## src/rtl/inst_fetch_pkg.sv

```systemverilog
// ---------------------------------------------------------------------------
// ifu_pkg : shared types and constants for the instruction fetch stage.
//   fetch_state_e  - fetch controller states (IDLE, FETCH, FLUSH)
//   NOP_INSTR      - instruction presented to decode while the buffer is empty
//   fetch_entry_t  - {instr, pc} pair stored in the fetch buffers
//   empty_entry()  - the {NOP, 0} value an empty buffer reads as
// ---------------------------------------------------------------------------
package ifu_pkg;

  typedef enum logic [1:0] {
    IDLE  = 2'd0,
    FETCH = 2'd1,
    FLUSH = 2'd2
  } fetch_state_e;

  localparam logic [31:0] NOP_INSTR = 32'h0000_0013;

  typedef struct packed {
    logic [31:0] instr;
    logic [31:0] pc;
  } fetch_entry_t;

  function automatic fetch_entry_t empty_entry();
    fetch_entry_t e;
    e.instr = NOP_INSTR;
    e.pc    = 32'h0000_0000;
    return e;
  endfunction

endpackage

```

## src/rtl/inst_fetch_if.sv

```systemverilog
// ---------------------------------------------------------------------------
// inst_fetch_if : instruction-memory and decode handshakes of the fetch stage.
//   imem_req_valid/addr/ready : read request channel (fetch -> memory)
//   imem_rsp_valid/data       : in-order read response, no backpressure
//   id_valid/instr/pc/ready   : buffered instruction handed to decode
// Modports: master = fetch stage, slave = memory/decode environment.
// ---------------------------------------------------------------------------
interface inst_fetch_if;
  logic        imem_req_valid;
  logic [31:0] imem_req_addr;
  logic        imem_req_ready;
  logic        imem_rsp_valid;
  logic [31:0] imem_rsp_data;
  logic        id_valid;
  logic [31:0] id_instr;
  logic [31:0] id_pc;
  logic        id_ready;

  modport master (
    output imem_req_valid, imem_req_addr, id_valid, id_instr, id_pc,
    input  imem_req_ready, imem_rsp_valid, imem_rsp_data, id_ready
  );

  modport slave (
    input  imem_req_valid, imem_req_addr, id_valid, id_instr, id_pc,
    output imem_req_ready, imem_rsp_valid, imem_rsp_data, id_ready
  );
endinterface

```

## src/rtl/inst_fetch_fifo.sv

```systemverilog
// ---------------------------------------------------------------------------
// ifu_fifo : synchronous FIFO of fetch_entry_t with registered head output.
//   clk, rst     : clock, synchronous active-high reset
//   i_clr        : synchronous clear (drops all entries)
//   i_push/i_din : write an entry (ignored when full without a pop)
//   i_pop        : remove the head (ignored when empty)
//   o_head       : registered head entry, {NOP, 0} when empty
//   o_count      : number of stored entries
// ---------------------------------------------------------------------------
module ifu_fifo
  import ifu_pkg::*;
#(
  parameter  int DEPTH = 2,
  localparam int PW    = (DEPTH > 1) ? $clog2(DEPTH) : 1,
  localparam int CW    = $clog2(DEPTH + 1)
) (
  input  logic          clk,
  input  logic          rst,
  input  logic          i_clr,
  input  logic          i_push,
  input  logic          i_pop,
  input  fetch_entry_t  i_din,
  output fetch_entry_t  o_head,
  output logic [CW-1:0] o_count
);

  fetch_entry_t  r_mem [DEPTH];
  logic [PW-1:0] r_wr_ptr, r_rd_ptr, w_rd_nxt;
  logic [CW-1:0] r_count, w_count_nxt, w_remain;
  fetch_entry_t  r_head, w_head_nxt;
  logic          w_push, w_pop;

  function automatic logic [PW-1:0] ptr_inc(input logic [PW-1:0] p);
    if (p == PW'(DEPTH - 1)) begin
      return PW'(0);
    end else begin
      return p + PW'(1);
    end
  endfunction

  // Qualify push/pop and precompute the head that will be visible next cycle.
  always_comb begin
    w_pop = 1'b0;
    w_push = 1'b0;
    w_rd_nxt = r_rd_ptr;
    w_count_nxt = r_count;
    w_remain = r_count;
    w_head_nxt = empty_entry();
    if (i_pop && (r_count != CW'(0))) begin
      w_pop = 1'b1;
    end else begin
      w_pop = 1'b0;
    end
    if (i_push && ((r_count != CW'(DEPTH)) || w_pop)) begin
      w_push = 1'b1;
    end else begin
      w_push = 1'b0;
    end
    if (w_pop) begin
      w_rd_nxt = ptr_inc(r_rd_ptr);
      w_remain = r_count - CW'(1);
    end else begin
      w_rd_nxt = r_rd_ptr;
      w_remain = r_count;
    end
    if (w_push && !w_pop) begin
      w_count_nxt = r_count + CW'(1);
    end else if (!w_push && w_pop) begin
      w_count_nxt = r_count - CW'(1);
    end else begin
      w_count_nxt = r_count;
    end
    // With no older entry left, the entry being written becomes the head.
    if (w_count_nxt == CW'(0)) begin
      w_head_nxt = empty_entry();
    end else if (w_remain == CW'(0)) begin
      w_head_nxt = i_din;
    end else begin
      w_head_nxt = r_mem[w_rd_nxt];
    end
  end

  // Storage array write; contents need no reset because count gates reads.
  always_ff @(posedge clk) begin
    if (w_push && !i_clr && !rst) begin
      r_mem[r_wr_ptr] <= i_din;
    end
  end

  // Pointers, occupancy and registered head.
  always_ff @(posedge clk) begin
    if (rst || i_clr) begin
      r_wr_ptr <= PW'(0);
      r_rd_ptr <= PW'(0);
      r_count  <= CW'(0);
      r_head   <= empty_entry();
    end else begin
      if (w_push) begin
        r_wr_ptr <= ptr_inc(r_wr_ptr);
      end
      r_rd_ptr <= w_rd_nxt;
      r_count  <= w_count_nxt;
      r_head   <= w_head_nxt;
    end
  end

  assign o_head  = r_head;
  assign o_count = r_count;

endmodule

```

## src/rtl/inst_fetch.sv

```systemverilog
// ---------------------------------------------------------------------------
// inst_fetch : fetch stage between the PC register and decode.
//   clk, rst   : clock, synchronous active-high reset
//   pc_i       : current PC, used directly as the read address
//   br_sel     : redirect; flushes buffered and in-flight fetches
//   pc_adv     : PC register may step (request accepted this cycle)
//   bus        : inst_fetch_if.master (imem request/response, decode side)
// Optional macro IFU_PERF_EN adds perf_fetch_cnt (buffer writes) and
// perf_drop_cnt (discarded responses plus entries cleared by br_sel).
// ---------------------------------------------------------------------------
module inst_fetch
  import ifu_pkg::*;
#(
  parameter int FIFO_DEPTH = 2,
  parameter int MAX_OUTST  = 2
) (
  input  logic        clk,
  input  logic        rst,
  input  logic [31:0] pc_i,
  input  logic        br_sel,
  output logic        pc_adv,
  inst_fetch_if.master bus
`ifdef IFU_PERF_EN
  ,
  output logic [31:0] perf_fetch_cnt,
  output logic [31:0] perf_drop_cnt
`endif
);

  localparam int FCW = $clog2(FIFO_DEPTH + 1);
  localparam int OCW = $clog2(MAX_OUTST + 1);

  fetch_state_e   r_state, w_state_nxt;
  logic [FCW-1:0] w_fifo_count;
  logic [OCW-1:0] w_outst, w_outst_nxt;
  logic           w_req_valid, w_accept, w_rsp, w_keep, w_drop;
  logic           w_id_valid, w_id_pop, w_tag_unused;
  fetch_entry_t   w_tag_din, w_tag_head, w_buf_din, w_buf_head;

  // Request credit, response qualification and decode pop.
  always_comb begin
    w_req_valid = 1'b0;
    w_rsp = 1'b0;
    w_keep = 1'b0;
    // Counting buffered entries guarantees a free slot for every response.
    if ((r_state == FETCH) && !br_sel && (int'(w_outst) < MAX_OUTST) &&
        ((int'(w_outst) + int'(w_fifo_count)) < FIFO_DEPTH)) begin
      w_req_valid = 1'b1;
    end else begin
      w_req_valid = 1'b0;
    end
    // A response with nothing outstanding is a protocol violation: ignore it.
    if (bus.imem_rsp_valid && (w_outst != OCW'(0))) begin
      w_rsp = 1'b1;
    end else begin
      w_rsp = 1'b0;
    end
    if (w_rsp && (r_state == FETCH) && !br_sel) begin
      w_keep = 1'b1;
    end else begin
      w_keep = 1'b0;
    end
    w_accept   = w_req_valid && bus.imem_req_ready;
    w_drop     = w_rsp && !w_keep;
    w_id_valid = (w_fifo_count != FCW'(0));
    w_id_pop   = w_id_valid && bus.id_ready && !br_sel;
  end

  // Outstanding count after this cycle's accept/response, for FLUSH decisions.
  always_comb begin
    w_outst_nxt = w_outst;
    if (w_accept && !w_rsp) begin
      w_outst_nxt = w_outst + OCW'(1);
    end else if (!w_accept && w_rsp) begin
      w_outst_nxt = w_outst - OCW'(1);
    end else begin
      w_outst_nxt = w_outst;
    end
  end

  // Next-state logic of the fetch controller.
  always_comb begin
    w_state_nxt = r_state;
    case (r_state)
      IDLE: w_state_nxt = FETCH;
      FETCH: begin
        if (br_sel && (w_outst_nxt != OCW'(0))) begin
          w_state_nxt = FLUSH;
        end else begin
          w_state_nxt = FETCH;
        end
      end
      FLUSH: begin
        if (w_outst_nxt == OCW'(0)) begin
          w_state_nxt = FETCH;
        end else begin
          w_state_nxt = FLUSH;
        end
      end
      default: w_state_nxt = IDLE;
    endcase
  end

  // Fetch controller state register.
  always_ff @(posedge clk) begin
    if (rst) begin
      r_state <= IDLE;
    end else begin
      r_state <= w_state_nxt;
    end
  end

  assign w_tag_din    = '{instr: NOP_INSTR, pc: pc_i};
  assign w_buf_din    = '{instr: bus.imem_rsp_data, pc: w_tag_head.pc};
  assign w_tag_unused = ^w_tag_head.instr;

  // The tag queue occupancy doubles as the outstanding-request counter.
  ifu_fifo #(.DEPTH(MAX_OUTST)) u_tag_q (
    .clk     (clk),
    .rst     (rst),
    .i_clr   (1'b0),
    .i_push  (w_accept),
    .i_pop   (w_rsp),
    .i_din   (w_tag_din),
    .o_head  (w_tag_head),
    .o_count (w_outst)
  );

  ifu_fifo #(.DEPTH(FIFO_DEPTH)) u_buf (
    .clk     (clk),
    .rst     (rst),
    .i_clr   (br_sel),
    .i_push  (w_keep),
    .i_pop   (w_id_pop),
    .i_din   (w_buf_din),
    .o_head  (w_buf_head),
    .o_count (w_fifo_count)
  );

  assign pc_adv             = w_accept;
  assign bus.imem_req_valid = w_req_valid;
  assign bus.imem_req_addr  = pc_i;
  assign bus.id_valid       = w_id_valid;
  assign bus.id_instr       = w_buf_head.instr;
  assign bus.id_pc          = w_buf_head.pc;

`ifdef IFU_PERF_EN
  // Fetch/drop statistics; a redirect drops everything still buffered.
  always_ff @(posedge clk) begin
    if (rst) begin
      perf_fetch_cnt <= 32'd0;
      perf_drop_cnt  <= 32'd0;
    end else begin
      perf_fetch_cnt <= perf_fetch_cnt + 32'(w_keep);
      perf_drop_cnt  <= perf_drop_cnt + 32'(w_drop) +
                        (br_sel ? 32'(w_fifo_count) : 32'd0);
    end
  end
`endif

endmodule

```

## src/flat_wrapper.sv

```systemverilog
// flat-port wrapper written by rule: the top's interface ports become plain ports
module inst_fetch_flat import ifu_pkg::*;
#(
  parameter int FIFO_DEPTH = 2,
  parameter int MAX_OUTST  = 2
)
  (clk, rst, pc_i, br_sel, pc_adv, bus_imem_req_valid, bus_imem_req_addr, bus_id_valid, bus_id_instr, bus_id_pc, bus_imem_req_ready, bus_imem_rsp_valid, bus_imem_rsp_data, bus_id_ready);
  inst_fetch_if bus_i ();
  input  logic clk;
  input  logic rst;
  input  logic [31:0] pc_i;
  input  logic br_sel;
  output logic pc_adv;
  output wire logic [$bits(bus_i.imem_req_valid)-1:0] bus_imem_req_valid;
  output wire logic [$bits(bus_i.imem_req_addr)-1:0] bus_imem_req_addr;
  output wire logic [$bits(bus_i.id_valid)-1:0] bus_id_valid;
  output wire logic [$bits(bus_i.id_instr)-1:0] bus_id_instr;
  output wire logic [$bits(bus_i.id_pc)-1:0] bus_id_pc;
  input wire logic [$bits(bus_i.imem_req_ready)-1:0] bus_imem_req_ready;
  input wire logic [$bits(bus_i.imem_rsp_valid)-1:0] bus_imem_rsp_valid;
  input wire logic [$bits(bus_i.imem_rsp_data)-1:0] bus_imem_rsp_data;
  input wire logic [$bits(bus_i.id_ready)-1:0] bus_id_ready;
  assign bus_imem_req_valid = bus_i.imem_req_valid;
  assign bus_imem_req_addr = bus_i.imem_req_addr;
  assign bus_id_valid = bus_i.id_valid;
  assign bus_id_instr = bus_i.id_instr;
  assign bus_id_pc = bus_i.id_pc;
  assign bus_i.imem_req_ready = bus_imem_req_ready;
  assign bus_i.imem_rsp_valid = bus_imem_rsp_valid;
  assign bus_i.imem_rsp_data = bus_imem_rsp_data;
  assign bus_i.id_ready = bus_id_ready;
  inst_fetch #(.FIFO_DEPTH(FIFO_DEPTH), .MAX_OUTST(MAX_OUTST)) u_core (.clk(clk), .rst(rst), .pc_i(pc_i), .br_sel(br_sel), .pc_adv(pc_adv), .bus(bus_i));
endmodule
```

## config.mk

```make
export PLATFORM = sky130hd
export DESIGN_NAME = inst_fetch_flat
export DESIGN_NICKNAME = d
export VERILOG_FILES = /design/src/rtl/inst_fetch_pkg.sv /design/src/rtl/inst_fetch_if.sv /design/src/rtl/inst_fetch_fifo.sv /design/src/rtl/inst_fetch.sv /design/src/flat_wrapper.sv
export SDC_FILE = /design/constraint.sdc
export NUM_CORES = 1
export LEC_CHECK = 0
export BUFFER_PORTS_ARGS = -buffer_cell sky130_fd_sc_hd__buf_2
export CAP_MARGIN = 20
export CORE_MARGIN = 3
export CORE_UTILIZATION = 54
export DETAILED_ROUTE_END_ITERATION = 10
export PLACE_DENSITY = 0.74
export SLEW_MARGIN = 25
export SYNTH_ARGS = -nofsm -noshare
export SYNTH_HDL_FRONTEND = slang
export SYNTH_HIERARCHICAL = 1
export SYNTH_SLANG_ARGS = --single-unit
```

## constraint.sdc

```tcl
create_clock -name clk -period 5.25 [get_ports clk]
set_clock_uncertainty 0.15 [all_clocks]
set_input_delay 0.2625 -clock clk [delete_from_list [all_inputs] [get_ports clk]]
set_output_delay 0.2625 -clock clk [all_outputs]
set_load 0.02 [all_outputs]
```

# Word-level counts from Yosys, hierarchy flattened
# Memory sizes are Yosys's and may differ from the RTL's.
# Index checks and enable logic that the tools add are counted.
# W data, S select, Z words.
[word_totals]
output_inout_bits = 99
n_memories = 2
elab_cells = 102
ram_bits = 192
in_bits = 70
regBits = 106
[classes]
n_mux = 30
n_reduce_logical = 45
addsub = 9
magnitude_cmp = 2
eq_ne = 4
[memory_table]
columns = ["name", "words", "word_bits", "rd", "rd_ports_with_merged_regs", "wr", "line", "source"]
rows = [
  ["u_core.u_buf.r_mem", 2, 64, 1, 0, 1, "inst_fetch_fifo.sv:27", "fetch_entry_t r_mem [DEPTH];"],
  ["u_core.u_tag_q.r_mem", 2, 32, 1, 0, 1, "inst_fetch_fifo.sv:27", ""],
]
[op_table]
columns = ["op", "count"]
rows = [
  ["$mux W64", 1],
  ["$lt A32 B3 Y1 const B", 1],
  ["$mux W32", 1],
  ["$logic_and A1 B1 Y1", 23],
  ["$mux W2", 10],
  ["$mux W1", 17],
  ["$logic_not A2 Y1", 6],
  ["$logic_not A1 Y1", 8],
  ["$pmux W2 S3", 1],
  ["$reduce_bool A2 Y1", 3],
  ["$add A1 B1 Y1 const B", 4],
  ["$add A2 B1 Y2 const B", 2],
  ["$ne A2 B2 Y1 const B", 2],
  ["$reduce_or A2 Y1", 2],
  ["$sub A2 B1 Y2 const B", 2],
  ["$add A2 B2 Y3", 1],
  ["$logic_or A1 B1 Y1", 3],
  ["$eq A2 B1 Y1 const B", 1],
  ["$eq A2 B2 Y1 const B", 1],
  ["$lt A2 B2 Y1 const B", 1],
]

# Depth between registers and ports, before layout
# Gate-level depths: netlist of the first run.
[logic_depth]
word_depth = 14
depth_mapped = 11
mapped_depth_nobuf = 9

# Cells and area by module
# Netlist of the first run, hierarchy kept.
[by_module_without_submodules]
columns = ["module", "cells_each", "instances", "area_each_um2", "seq_area_each_um2"]
rows = [
  ["ifu_fifo (u_core.u_buf)", 877, 1, 9227.6, 5205.0],
  ["ifu_fifo (u_core.u_tag_q)", 452, 1, 7457.2, 5205.0],
  ["inst_fetch", 64, 1, 519.2, 40.0],
]

# Least setup slack after synthesis of the first run
# OpenSTA, ideal clock, no wires.
[synth_timing]
path_type = "register to register"
startpoint = "reg u_core.u_buf.r_count[0], in the netlist u_core/u_buf/o_count[0]"
endpoint = "mem u_core/u_tag_q/r_mem[0][0] (netlist bit), enable pin"
n_path_buf = 0
required_ps = 4614
slack_ps = -202
setup_time_ps = 486
arrival_time_ps = 4816
synth_period_minus_slack_ps = 5452
path_stages_with_launch = 9
cell_sequence = "dfxtp_1 and2_1 fa_1 nor4b_4 nand2_2 inv_1 a21boi_0 nand2_1 nor2_1"
[synth_between]
elab_chain_len = 10
[synth_rtl]
columns = ["element", "line", "source"]
rows = [
  ["start: declaration", "inst_fetch_fifo.sv:29", "logic [CW-1:0] r_count, w_count_nxt, w_remain;"],
  ["start signal: assignment", "inst_fetch_fifo.sv:102", "r_count <= w_count_nxt;"],
  ["$add A2 B2 Y3", "inst_fetch.sv:47", "((int'(w_outst) + int'(w_fifo_count)) < FIFO_DEPTH)) begin"],
  ["$lt A32 B3 Y1", "inst_fetch.sv:47", ""],
  ["$logic_and A1 B1 Y1", "inst_fetch.sv:46", "if ((r_state == FETCH) && !br_sel && (int'(w_outst) < MAX_OUTST) &&"],
  ["$mux W1", "inst_fetch.sv:46", ""],
  ["$logic_and A1 B1 Y1", "inst_fetch.sv:63", "w_accept = w_req_valid && bus.imem_req_ready;"],
  ["net pc_adv", "flat_wrapper.sv:13", "output logic pc_adv;"],
  ["$logic_and A1 B1 Y1", "inst_fetch_fifo.sv:54", "if (i_push && ((r_count != CW'(DEPTH)) || w_pop)) begin"],
  ["$mux W1", "inst_fetch_fifo.sv:54", ""],
  ["$logic_and A1 B1 Y1", "inst_fetch_fifo.sv:85", "if (w_push && !i_clr && !rst) begin"],
  ["$mux W1", "inst_fetch_fifo.sv:85", ""],
  ["$mux W1 (not written as such)", "inst_fetch_fifo.sv:86", "r_mem[r_wr_ptr] <= i_din;"],
  ["end: declaration", "inst_fetch_fifo.sv:27", ""],
]
# The timed path passes the listed nets, and every way through them passes these cells.

# Final worst setup path of the first run
[layout_timing]
startpoint = "reg u_core.u_buf.r_count[0], in the netlist u_core/u_buf/o_count[0]"
endpoint = "reg u_core.u_tag_q.r_head (netlist bit u_core/u_tag_q/o_head[4])"
[layout_between]
elab_chain_len = 13
elab_cells_between_ends = 14
cone_classes = "1 x add/sub; 1 x order compare; 4 x mux; 8 x reduce/logical"
[layout_rtl]
columns = ["element", "line", "source"]
rows = [
  ["$add A2 B2 Y3 (*)", "inst_fetch.sv:47", ""],
  ["$lt A32 B3 Y1 (*)", "inst_fetch.sv:47", ""],
  ["$logic_and A1 B1 Y1 (*)", "inst_fetch.sv:46", ""],
  ["$mux W1 (*)", "inst_fetch.sv:46", ""],
  ["$logic_and A1 B1 Y1 (*)", "inst_fetch.sv:63", ""],
  ["$logic_and A1 B1 Y1 (*)", "inst_fetch_fifo.sv:54", ""],
  ["$mux W1 (*)", "inst_fetch_fifo.sv:54", ""],
  ["$logic_not A1 Y1", "inst_fetch_fifo.sv:68", "end else if (!w_push && w_pop) begin"],
  ["$logic_and A1 B1 Y1", "inst_fetch_fifo.sv:68", ""],
  ["$mux W2", "inst_fetch_fifo.sv:68", ""],
  ["$mux W2 (*)", "inst_fetch_fifo.sv:66", "if (w_push && !w_pop) begin"],
  ["$logic_not A2 Y1 (*)", "inst_fetch_fifo.sv:74", "if (w_count_nxt == CW'(0)) begin"],
  ["$reduce_or A2 Y1 (no line) (*)", "n/a", ""],
  ["end signal: assignment", "inst_fetch_fifo.sv:96", "r_head <= empty_entry();"],
  ["end signal: assignment", "inst_fetch_fifo.sv:103", "r_head <= w_head_nxt;"],
  ["end: declaration", "inst_fetch_fifo.sv:30", "fetch_entry_t r_head, w_head_nxt;"],
]
# Every way passes the cells marked *; elsewhere a longest branch is shown, timed or not.
# A chain may end at the register's enable or synchronous reset.

==> reports/results.txt, run 1 <==
Post-Syn Area per Cell: 11.5 um^2
final wirelength: 29.8 mm
R2R cell count: 10
Hold WC Path Type: input port to flop
dpl cells: 1,569
Cells after Synth: 1,190
P_leak: 5.85 nW
critical path type: flop to flop
CTS max path bufs: 3
H-Tree Depth: 1
register area: 0.00789 mm^2
final RePlAce weighted congestion: 0.797
routed vias/inst: 5.56
sw frac: 0.202
fin crit period: 3.61 ns
std cell rows: 57
Gate power share: 0.040
initial antenna violation count: 0
die height: 165 um
post-route antenna net violation count: 0
# IOs: 169
CP Launch Type: flop
die area: 0.0273 mm^2
hold depth: 5
Ys Warns: 6
initial DRC count: 777
drt pass-1 iters: 5
FF-to-FF setup slack: 1.64 ns
core area: 0.0246 mm^2
P&R area growth vs syn: 18.0%
Worst-Skew Late Latency: 0.55 ns
Total Power: 0.00490 W
number of global-route vias before repair: 9,414
wire per inst: 17.6 um
pwr dens: 304 mW/mm^2
GRT Util Overall: 0.219
CTS Buf Count: 31
Clock Sinks: 298
share of power burned in registers: 0.511
Worst-Margin Slew: 0.940 ns
FMAX: 277 MHz
non-filler instance count after layout: 1,695
endpoints failing setup: 0
first-pass GRT wire length: 48.1 mm
gr ovfl total: 0
DIE WIDTH: 165 um
Ant. Diodes: 0
CP Max Fanout: 18
Post-DP HPWL: 18.0 mm
max_cap viols: 0
crit path DAT: 3.85 ns
Layout Nets: 1,422
Final Max Tran Viols: 0
residual DRC count: 0
layout filler cell count: 1,823
final hold viol count: 0
CP max stage cell: dfxtp_1
IO Port Bufs: 168
Clk pin slew, worst setup/hold paths: 0.06 ns
placed inst area: 0.0144 mm^2
final cycle utilization of the critical path: 0.687
Cell Chain, Critical Path: and2_1, fa_1, nor4b_4, nand2_2, inv_1, nand2b_1, mux2_2, o211ai_4, buf_4, a221oi_2
largest net degree at the start of global routing: 139
clock network power share: 0.450
Max VDD drop: 0.000261 V
Post-Layout Inst Area: 0.0161 mm^2
Internal: 0.00391 W
Relative slew margins: 0.373
Multi-input gate area: 0.00504 mm^2
status: complete, no violations
setup TNS: 0 ns
Psw: 0.000987 W
layout cells sized above 1: 0.252
initial core utilization: 0.556
Mapped Area: 0.0137 mm^2
CP required: 5.50 ns
CTS tree: yes
RSZ-0062 raised after global routing: false
Setup crit end kind: flop
slowest stage delay, CP: 0.56 ns
clk root buf: clkbuf_16
via count: 9,422
==> power by group through the flow <==
stage | Combinational [W] | Sequential, W | Clock [W]
2_1_floorplan | 0.000104 | 0.00255 | 0
3_3_place_gp | 0.000153 | 0.00255 | 0
3_5_place_dp | 0.000156 | 0.00255 | 0
4_1_cts | 0.000195 | 0.00250 | 0.00225
5_1_grt | 0.000212 | 0.00250 | 0.00235
6_report | 0.000194 | 0.00250 | 0.00220
==> per-stage QoR <==
stage / hold slack (ns) / setup WS [ns] / util
final: 0.161 / 1.64 / 0.656
after detailed placement: 0.308 / 1.64 / 0.586
after floorplan: 0.177 / 0.0561 / -
after global placement: 0.283 / 1.72 / 0.585
after CTS: 0.149 / 1.63 / 0.655
after global routing: 0.190 / 1.43 / 0.656
==> area by class of cell <==
cell class / instances / area share
Clock buffer: 47 / 0.0537
Clock inverter: 11 / 0.0100
Inverter: 10 / 0.00233
Multi-Input combinational cell: 752 / 0.313
Sequential cell: 298 / 0.489
Tap cell: 324 / 0.0251
Timing Repair Buffer: 253 / 0.107
==> worst paths after layout <==
kind | from | endpoint
max | u_core/u_buf/o_count[0]$_SDFF_PP0_ | u_core/u_tag_q/o_head[4]$_SDFF_PP0_
min | bus_imem_req_ready | u_core/r_state[1]$_SDFF_PP0_
max reg2reg | u_core/u_buf/o_count[0]$_SDFF_PP0_ | u_core/u_tag_q/o_head[4]$_SDFF_PP0_
min reg2reg | u_core/u_tag_q/o_head[6]$_SDFF_PP0_ | u_core/u_buf/r_mem[1][6]$_DFFE_PP_
==> layout by cell type (no fill, tap or decap), types with 34 or more instances in the layout <==
master and instances:
a21oi_1 129, edfxtp_1 192, nand2_1 135, a2111oi_2 59
mux2i_1 34, nor3_1 64, nand2b_1 130, dfxtp_1 105
dlygate4sd3_1 67, nor2_1 102, buf_2 168
==> registers in the layout, indices dropped and copies added (netlist names) <==
| register | flops |
|---|---|
| u_core/u_buf/o_count | 2 |
| u_core/u_tag_q/o_head | 32 |
| u_core/r_state | 2 |
| u_core/u_tag_q/r_rd_ptr | 1 |
| u_core/u_buf/r_wr_ptr | 1 |
| u_core/u_tag_q/o_count | 2 |
| u_core/u_buf/r_rd_ptr | 1 |
| u_core/u_buf/o_head | 64 |
| u_core/u_tag_q/r_mem | 64 |
| u_core/u_tag_q/r_wr_ptr | 1 |
| u_core/u_buf/r_mem | 128 |
==> routing by layer <==
metal | part of all wire | global-route usage
met3 | 0.053 | 0.0269
met2 | 0.49 | 0.374
met4 | 0.025 | 0.0732
met5 | 0 | 0
met1 | 0.43 | 0.290
==> critical path: cells and delay by family, from the launching register on <==
family          cells  cell delay [ns]
simple gates        4             0.72
compound gates      2             0.64
buf+inv             2             0.59
flops               1             0.56
fa+ha+maj           1             0.47
mux                 1             0.30
==> timing repair <==
item,4_1_cts,5_1_grt
hold endpoints to repair,195,0
gates resized for setup,0,0
buffers inserted,0,0
hold buffers,67,0
No activity file was read; power rests on OpenSTA's default activity.
==> inputs of run 2 (changes only) <==
==> constraint.sdc (replaced) <==
create_clock -name clk -period 3.15 [get_ports clk]
set_clock_uncertainty 0.15 [all_clocks]
set_input_delay 0.1575 -clock clk [delete_from_list [all_inputs] [get_ports clk]]
set_output_delay 0.1575 -clock clk [all_outputs]
set_load 0.02 [all_outputs]
==> run 2 against run 1 <==
  * Cell count increased by 0.77%
  * Hold slack got worse by 0.093 ns
  * Via count increased by 0.68%
  * Non-clock buffer count increased by 14
  * Global-route usage increased by 0.15 points
  * Worst setup slack got worse by 1.5 ns
  * Core utilization increased by 0.61 points
  * Critical path depth decreased by 2
  * Clock-buffer cell count decreased by 3
  * First-iteration DRC count decreased by 18%
  * Critical path type unchanged
  * Critical endpoint is now u_core/u_tag_q/o_head[7]$_SDFF_PP0_
==> reports/results.txt, run 2 (same netlist as run 1, synthesis figures left out) <==
fin crit period: 2.99 ns
layout cells sized above 1: 0.265
final wirelength: 30.5 mm
Largest Register: u_core/u_buf/r_mem
CP required: 3.44 ns
Hold WC Path Type: input port to flop
non-filler instance count after layout: 1,708
crit path DAT: 3.28 ns
postcts setup bufs: 0
max_cap viols: 0
crit path to: u_core/u_tag_q/o_head[7]$_SDFF_PP0_
H-Tree Depth: 1
CTS max path bufs: 3
drt pass-1 iters: 5
first-pass GRT wire length: 48.0 mm
Place WS: 0.125 ns
Total Power: 0.00789 W
Relative slew margins: 0.374
RR Endpoint: u_core/u_tag_q/o_head[7]$_SDFF_PP0_
Worst-Skew Late Latency: 0.55 ns
final hold viol count: 0
core area: 0.0246 mm^2
Post-DP HPWL: 18.6 mm
GRT Util Overall: 0.220
initial DRC count: 635
max reg flops: 128
routed vias/inst: 5.55
R2R cell count: 8
final RePlAce weighted congestion: 0.787
Worst-Margin Slew: 0.939 ns
FF-to-FF setup slack: 0.16 ns
worst setup path start: u_core/u_tag_q/o_count[1]$_SDFF_PP0_
Setup WS post-layout: 0.161 ns
most common cell after layout, fill and taps aside: edfxtp_1
die area: 0.0273 mm^2
IO Port Bufs: 168
wire per inst: 17.8 um
Clock Sinks: 298
post-route antenna net violation count: 0
residual DRC count: 0
RR Startpoint: u_core/u_tag_q/o_count[1]$_SDFF_PP0_
Min Hold Slack: 0.0683 ns
dpl cells: 1,585
setup TNS: 0 ns
most frequent cells in the layout: 192 x edfxtp_1, 168 x buf_2, 135 x nand2_1, 130 x nand2b_1, 129 x a21oi_1
Max VDD drop: 0.000415 V
pwr dens: 485 mW/mm^2
P_leak: 5.92 nW
CTS Buf Count: 31
Ant. Diodes: 0
RSZ-0062 raised after global routing: false
initial core utilization: 0.556
# IOs: 169
CP Launch Type: flop
Final Max Tran Viols: 0
CP Max Fanout: 33
via count: 9,486
critical path type: flop to flop
die height: 165 um
number of global-route vias before repair: 9,559
final cycle utilization of the critical path: 0.949
Setup crit end kind: flop
FMAX: 335 MHz
initial antenna violation count: 0
P&R area growth vs syn: 19.0%
largest net degree at the start of global routing: 93
DIE WIDTH: 165 um
clk root buf: clkbuf_16
Layout Nets: 1,436
CTS tree: yes
status: complete, no violations
endpoints failing setup: 0
Clk pin slew, worst setup/hold paths: 0.06 ns
gr ovfl total: 0
std cell rows: 57
run 2: stage by stage:
stage          utilization  instance area [um^2]
6_report             0.662                 16300
5_1_grt              0.662                 16300
4_1_cts              0.661                 16300
3_5_place_dp         0.595                 14600
3_3_place_gp         0.595                 14600
2_1_floorplan            -                 13700
run 2: how the worst min path moves through the flow:
stage                               start                                  end  slack (ns)  cells past startpoint
finish                 bus_imem_rsp_valid         u_core/r_state[1]$_SDFF_PP0_        0.07                      4
global route           bus_imem_rsp_valid         u_core/r_state[1]$_SDFF_PP0_        0.08                      4
CTS                    bus_imem_rsp_valid         u_core/r_state[1]$_SDFF_PP0_        0.02                      4
detailed placement   bus_imem_rsp_data[1]  u_core/u_buf/r_mem[0][33]$_DFFE_PP_        0.21                      1
global placement    bus_imem_rsp_data[26]  u_core/u_buf/r_mem[0][58]$_DFFE_PP_        0.21                      1
floorplan                             rst         u_core/r_state[0]$_SDFF_PP0_        0.07                      1
run 2: timing repair:
item / 4_1_cts / 5_1_grt
resized for setup: 0 / 2
hold endpoints to repair: 196 / 0
endpoints found under the setup margin: 0 / 8
hold buffers: 66 / 0
run 2: area by class of cell:
class / instances / area (um^2)
Clock inverter: 13 / 95.1
Sequential cell: 298 / 7900
Clock buffer: 44 / 865
Fill cell: 1806 / 8330
Tap cell: 324 / 405
Multi-Input combinational cell: 752 / 5070
Timing Repair Buffer: 267 / 1910
Inverter: 10 / 37.5
run 2: worst max-delay path: stages, from the launching register on:
cell and delay, ns:
dfxtp_2 0.47, fa_1 0.51, nor4b_4 0.31, nand2_2 0.12, inv_2 0.12, nand2b_1 0.08
mux2_4 0.27, mux2_8 0.47, a221oi_1 0.36
run 2: per-layer routing:
metal | global-route usage | wire length, um | vias up
met4 | 0.0625 | 751 | 0
met1 | 0.269 | 12600 | 4601
met5 | 0 | 0 | -
met2 | 0.401 | 15400 | 266
met3 | 0.0372 | 1690 | 50
li1 | - | - | 4569
run 2: where the power goes:
part / switching [W] / total, W / internal (W)
clock: 0.00141 / 0.00339 / 0.00198
combinational: 0.000182 / 0.000328 / 0.000147
sequential: 0.0000112 / 0.00417 / 0.00416
